### config.mk
export PLATFORM = sky130hd
export DESIGN_NAME = fetch_unit
export DESIGN_NICKNAME = d
export VERILOG_FILES = /design/src/rtl/fetch_unit.sv
export SDC_FILE = /design/constraint.sdc
export NUM_CORES = 1
export LEC_CHECK = 0
export CORE_MARGIN = 3
export CORE_UTILIZATION = 54
export DETAILED_ROUTE_END_ITERATION = 8
export HOLD_SLACK_MARGIN = 0.05
export PLACE_DENSITY = 0.8
export SETUP_SLACK_MARGIN = 0.05
export SLEW_MARGIN = 20
export SYNTH_ARGS = -nofsm -noshare
export SYNTH_HDL_FRONTEND = slang
export SYNTH_SLANG_ARGS = --single-unit
### constraint.sdc
create_clock -name clk -period 3.9 [get_ports clk]
set_input_delay 0.78 -clock clk [delete_from_list [all_inputs] [get_ports clk]]
set_output_delay 0.78 -clock clk [all_outputs]
set_load 0.005 [all_outputs]
### src/rtl/fetch_unit.sv
// Generic FIFO with a synchronous flush. Data reaches the head one cycle after it is pushed.
// The caller handles backpressure: pushing into a full FIFO is legal only in a cycle that also pops.
module fifo #(
    parameter int WIDTH = 32,
    parameter int DEPTH = 2
) (
    input  logic                       clk,
    input  logic                       rst,
    input  logic                       flush,
    input  logic                       push,
    input  logic [WIDTH-1:0]           push_dat,
    input  logic                       pop,
    output logic [WIDTH-1:0]           head_dat,
    output logic [$clog2(DEPTH+1)-1:0] count
);
    localparam int PW = (DEPTH > 1) ? $clog2(DEPTH) : 1;
    localparam int CW = $clog2(DEPTH + 1);

    logic [WIDTH-1:0] mem [DEPTH];
    logic [PW-1:0]    rd_ptr;
    logic [PW-1:0]    wr_ptr;

    function automatic logic [PW-1:0] ptr_inc(input logic [PW-1:0] p);
        return (p == PW'(DEPTH - 1)) ? '0 : p + PW'(1);
    endfunction

    assign head_dat = mem[rd_ptr];

    always_ff @(posedge clk or negedge rst) begin
        if (!rst) begin
            for (int i = 0; i < DEPTH; i++) mem[i] <= '0;
            rd_ptr <= '0;
            wr_ptr <= '0;
            count  <= '0;
        end else if (flush) begin
            rd_ptr <= '0;
            wr_ptr <= '0;
            count  <= '0;
        end else begin
            if (push) begin
                mem[wr_ptr] <= push_dat;
                wr_ptr      <= ptr_inc(wr_ptr);
            end
            if (pop) rd_ptr <= ptr_inc(rd_ptr);
            if (push && !pop)      count <= count + CW'(1);
            else if (pop && !push) count <= count - CW'(1);
        end
    end
endmodule

// Fetch stage: in-order requests to variable-latency imem, DEPTH-entry prefetch queue toward decode.
// Response-to-instr_valid latency is at least one cycle; requests stop when queued + outstanding hits DEPTH.
module fetch_unit #(
    parameter logic [31:0] RESET_PC = 32'h0,
    parameter int          DEPTH    = 2
) (
    input  logic        clk,
    input  logic        rst,
    output logic        imem_req_valid,
    input  logic        imem_req_ready,
    output logic [31:0] imem_req_addr,
    input  logic        imem_resp_valid,
    input  logic [31:0] imem_resp_instr,
    input  logic        redirect,
    input  logic [31:0] redirect_pc,
    input  logic        stall,
    output logic        instr_valid,
    output logic [31:0] instr,
    output logic [31:0] instr_pc,
    output logic        halted
);
    localparam int          CW     = $clog2(DEPTH + 1);
    localparam logic [31:0] EBREAK = 32'h0010_0073;

    typedef enum logic [1:0] {RUN, DRAIN, HALT} state_t;

    state_t        state, state_nxt;
    logic [31:0]   fetch_pc, fetch_pc_nxt;
    logic [CW-1:0] count, outstanding, outstanding_nxt;
    logic [CW-1:0] drop_cnt, drop_cnt_nxt;
    logic          halted_nxt;
    logic          redir, accept, pop, push;
    logic [31:0]   resp_pc;
    logic [63:0]   head;

    // Redirects are ignored once halted; otherwise they override every other event.
    assign redir           = redirect && (state != HALT);
    assign imem_req_valid  = rst && (state == RUN) &&
                             (({1'b0, count} + {1'b0, outstanding}) < (CW+1)'(DEPTH));
    assign imem_req_addr   = fetch_pc;
    assign accept          = imem_req_valid && imem_req_ready;
    assign instr_valid     = (count != '0) && (state != HALT);
    assign pop             = instr_valid && !stall && !redir;
    assign push            = imem_resp_valid && !redir && (state != HALT) && (drop_cnt == '0);
    assign outstanding_nxt = outstanding + CW'(accept) - CW'(imem_resp_valid);
    assign instr           = head[63:32];
    assign instr_pc        = head[31:0];

    // PCs of accepted requests; its occupancy is the outstanding-fetch count.
    fifo #(.WIDTH(32), .DEPTH(DEPTH)) u_pc_fifo (
        .clk      (clk),
        .rst      (rst),
        .flush    (1'b0),
        .push     (accept),
        .push_dat (fetch_pc),
        .pop      (imem_resp_valid),
        .head_dat (resp_pc),
        .count    (outstanding)
    );

    fifo #(.WIDTH(64), .DEPTH(DEPTH)) u_instr_q (
        .clk      (clk),
        .rst      (rst),
        .flush    (redir),
        .push     (push),
        .push_dat ({imem_resp_instr, resp_pc}),
        .pop      (pop),
        .head_dat (head),
        .count    (count)
    );

    always_comb begin
        state_nxt    = state;
        fetch_pc_nxt = fetch_pc;
        drop_cnt_nxt = drop_cnt;
        halted_nxt   = halted;
        case (state)
            RUN, DRAIN: begin
                if (redir) begin
                    fetch_pc_nxt = redirect_pc;
                    drop_cnt_nxt = outstanding_nxt;
                    state_nxt    = (outstanding_nxt != '0) ? DRAIN : RUN;
                end else begin
                    if (accept) fetch_pc_nxt = fetch_pc + 32'd4;
                    if (imem_resp_valid && (drop_cnt != '0)) begin
                        drop_cnt_nxt = drop_cnt - CW'(1);
                        if (drop_cnt == CW'(1)) state_nxt = RUN;
                    end
                    if (pop && (head[63:32] == EBREAK)) begin
                        halted_nxt = 1'b1;
                        state_nxt  = HALT;
                    end
                end
            end
            default: state_nxt = HALT;
        endcase
    end

    always_ff @(posedge clk or negedge rst) begin
        if (!rst) begin
            state    <= RUN;
            fetch_pc <= RESET_PC;
            drop_cnt <= '0;
            halted   <= 1'b0;
        end else begin
            state    <= state_nxt;
            fetch_pc <= fetch_pc_nxt;
            drop_cnt <= drop_cnt_nxt;
            halted   <= halted_nxt;
        end
    end
endmodule
# Word-level counts from Yosys, hierarchy flattened
# Index checks and enable logic that the tools add are counted.
# op_classes
n_addsub,13
magnitude_cmp,7
n_eq_ne,6
mux,35
bitwise,5
reduce_logical,41
# op_table
operator,count
$mux 64,4
$mux 32,6
$bwmux 128,1
$bwmux 64,1
$demux 64 s1,1
$add 32x3->32 const B,1
$demux 32 s1,1
$eq 32x21->1 const B,1
$mux 2,12
$logic_and 1x1->1,18
$reduce_bool 2->1,8
$mux 1,9
$ge 2x2->1 const B,4
$ne 4x4->1 const B,2
$not 1->2,4
$reduce_and 2->1,4
$logic_not 1->1,6
$sub 2x1->2 const B,3
$add 1x1->1 const B,4
$add 2x1->2 const B,2
$eq 2x1->1 const B,2
$logic_not 2->1,2
$lt 2x1->1 const B,2
$add 2x2->3,1
8 further kinds,8
# totals
register_bits,237
input_bits,70
output_inout_bits,99
elab_cells,121

# Longest topological paths before layout
# logic_depth
depth_word,11
ltp_mapped,12
ltp_nobuf,11

# Modules after synthesis
# A second synthesis with hierarchy kept.
# hier_totals
hier_cells,857
hier_area_um2,11497.3
# modules_own_cells
module,instances,cells_each,area_each_um2,seq_area_each_um2
fifo at u_instr_q,1,359,6034.5,3303.2
fifo at u_pc_fifo,1,188,2975.4,1701.6
fetch_unit,1,310,2487.4,925.9

# Least setup slack after synthesis
# Ideal clock, no wire load.
# synth_timing
path_kind,register to register
from,reg u_pc_fifo.count[0]
to,reg drop_cnt[1]
setup_time_ps,127
t_arrival_ps,2718
t_required_ps,3773
setup_slack_ps,1055
stages_incl_launch_ff,13
n_path_buf,1
period_less_slack_ps,2845
path_cell_list,dfrtp_1 > and2_1 > fa_1 > or4b_4 > or3_1 > buf_2 > clkinv_2 > ha_1 > xor2_1 > xnor2_1 > nand2_1 > a21oi_1 > a21oi_1
# synth_via
elab_chain_cells,7
# synth_rtl
element,line_no,source
"start, declared",14,output logic [$clog2(DEPTH+1)-1:0] count
"start signal, assigned",45,if (push && !pop) count <= count + CW'(1);
"start signal, assigned",46,else if (pop && !push) count <= count - CW'(1);
$add 2x2->3,89,"(({1'b0, count} + {1'b0, outstanding}) < (CW+1)'(DEPTH));"
$lt 3x2->1,89,
$logic_and 1x1->1,88,assign imem_req_valid = rst && (state == RUN) &&
$logic_and 1x1->1,91,assign accept = imem_req_valid && imem_req_ready;
via accept,82,"logic redir, accept, pop, push;"
$add 2x1->2,95,assign outstanding_nxt = outstanding + CW'(accept) - CW'(imem_resp_valid);
$sub 2x1->2,95,
$mux 2,129,if (redir) begin
"end signal, assigned",158,drop_cnt <= drop_cnt_nxt;
"end, declared",80,"logic [CW-1:0] drop_cnt, drop_cnt_nxt;"
# The timed path passes the listed nets, and every way through them passes these cells.
# A chain may end at the register's enable or synchronous reset.

# Final worst setup path
# layout_timing
from,reg u_pc_fifo.count[0]
to,out imem_req_valid
# layout_via
elab_chain_cells,3
# layout_rtl
element,line_no,source
$add 2x2->3,89,
$lt 3x2->1,89,
$logic_and 1x1->1,88,
"end, declared",59,"output logic imem_req_valid,"
# Every way passes these cells.

==> summary.txt <==
diode count = 0
critical path's slowest cell = clkdlybuf4s50_1
worst skew pair latency = 500 ps
Post-Syn Nets = 1018
Detail Route Antenna Nets = 0
layout cell share with drive strength beyond 1 = 22.17%
drt pass-1 iters = 5
Die Width = 149.2 µm
most common cell in the synthesized netlist = dfrtp_1
Placer Congestion = 0.8418
CP Cell Sequence = and2_1 -> fa_1 -> or4b_4 -> nor2_1 -> clkdlybuf4s50_1
# H-tree levels = 1
I/O Pins = 169
Yosys reg bits = 237
setup_tns = 0 ps
sequential-to-total area share from yosys stat = 53.60%
PwrDens = 375.0 nW/µm²
Root Buffer Master = clkbuf_16
DRC violation total after the first TritonRoute iteration = 451
CP max stage delay = 550 ps
biggest area consumer among synthesized cells = dfrtp_1
GRT Resource Usage Total = 23.66%
FILL cells = 1451
Least-Margin Pin Slew = 1050 ps
worst hold slack = 136.3 ps
gr ovfl total = 0
wire per inst = 19.10 µm
# rows = 51
WL final = 26170 µm
core area = 19780 µm²
# DRC = 0
Worst Setup Path Type = flip-flop to output pin
Max IR drop VDD = 259.1 µV
outcome = complete, no violations
Worst EP arrival = 2820 ps
Top FF cell, synth = dfrtp_1
HPWL after DPL = 17550 µm
top post-synthesis cells by area = dfrtp_1, mux2_2, mux2_4
initial antenna violation count = 1
Async SR Flop Fraction = 100.0%
Layout area overhead = 24.37%
Req. time, crit path = 3120 ps
post-CTS setup buffers = 0
final slew viol count = 0
number of max-cap violations = 0
Syn Inst Count = 941
CTS tree = done
unique cell type count in the Yosys netlist = 61
global-route wire length before repair = 42790 µm
FMAX = 278.0 MHz
EDFF count, synth = 0
Synthesis Warnings = 0
via count of the first global-routing pass = 7954
Setup crit end kind = output pin
Rel. slew slack = 29.97%
IO Port Bufs = 168
DR vias = 7947
Worst Path Max Fanout = 4
mapped cell area = 11070 µm²
CTS max path bufs = 3
hold crit path type = input pin to async pin
crit path launch type = flip-flop
clock slew at reported path FFs = 60 ps
Tmin final = 3598 ps
Final period util = 92.25%
initial core utilization = 55.94%
leakage power = 6.515 nW
RSZ-0062 raised after global routing = no
cts bufs inserted = 24
CP top delay family = simple AND/OR/NAND/NOR gates
Die Height = 149.2 µm
largest net degree at the start of global routing = 97
nets = 1165
Synth top cells by count = dfrtp_1, mux2_2, nand2_1, a21oi_1, nor2_1
hold-fix buffers at CTS = 0
worst clock skew = 8.471 ps
CP bufs+invs = 1
CTS Sinks = 237
syn_area_per_cell = 11.76 µm²
Final Hold Fails = 0
Yosys top cell area share = 53.60%
Post-CTS Resized = 0
Setup Viol. Count Final = 0
die area = 22250 µm²
vias per cell = 5.801
## cells in the final DEF (no fill, tap or decap), types with 13 or more instances in the layout
cell type and instances:
clkdlybuf4s50_1 167, o21ai_0 51, mux2_2 159, a21oi_1 66, nand3_1 15, dfrtp_1 235, nor3_1 14, o22ai_1 13
mux2_4 24, nand2_1 71, clkbuf_16 25, nor2_1 60, mux2i_1 35
## state kept, by name (all words and copies together) (netlist names)
name and cells:
drop_cnt 2, halted 1, imem_req_addr 32, state 2
u_instr_q.count 2, u_instr_q.mem 128, u_instr_q.rd_ptr 1, u_instr_q.wr_ptr 1
u_pc_fifo.count 2, u_pc_fifo.mem 64, u_pc_fifo.rd_ptr 1, u_pc_fifo.wr_ptr 1
## final timing paths
| check | start | endpoint | slack (ps) | cells past startpoint |
|---|---|---|---|---|
| setup / recovery | u_pc_fifo.count[0] | imem_req_valid | 300 | 5 |
| hold / removal | rst | state[0] | 140 | 1 |
| setup reg to reg | u_pc_fifo.count[0] | u_pc_fifo.mem[61] | 760 | 7 |
| hold reg to reg | halted | halted | 470 | 1 |
| max in group asynchronous | rst | u_instr_q.rd_ptr | 2690 | 2 |
| min in group clk | halted | halted | 470 | 1 |
## where the power goes
group          leakage, nW  internal (mW)  switching, mW
clock network        0.373           1.27          0.915
logic                 2.93          0.211          0.127
registers             3.21           2.49          0.147
## layout make-up
cell class              instances  area, µm²  area share (%)
clock buffers                  38      724.4           5.264
repair buffers                180       1847           13.42
well taps                     265      331.6           2.409
flip-flops and latches        237       5933           43.11
clock inverters                 5      28.78          0.2091
inverters                      14      53.80          0.3909
multi-input cells             631       4843           35.19
## layer usage
layer	vias to the layer above	global-route usage [%]	wire length, µm	part of all wire [%]
li1	3687	-	-	-
met1	3941	35.25	12140	46
met2	281	36.75	11900	45
met3	36	4.345	1781	6.8
met4	2	4.989	337	1.3
met5	-	0	13	0.050
## cell families (layout without fill, tap and decap cells)
kind of cell	count (synthesis)	in the layout	synth area share, %
AO/OA/AOI/OAI	169	169	8.842
XOR/XNOR	10	10	0.7915
adder cells (fa/ha/maj)	7	7	0.8593
buffers and inverters	73	237	2.996
flip-flops	237	237	53.60
multiplexers	224	224	23.21
AND/OR/NAND/NOR	221	221	9.701
## metrics by stage
stage	worst slack [ps]	cells	instance area, µm²	utilization [%]	power [mW]
floorplan	1055	941	11070	-	2.800
global placement	766.7	1326	12980	65.62	3.012
detailed placement	709.7	1326	12980	65.62	3.016
CTS	326.1	1369	13730	69.43	5.201
global route	270.9	1370	13760	69.57	5.361
finish	302.3	1370	13760	69.57	5.161
(Power assumes the default switching activity.)
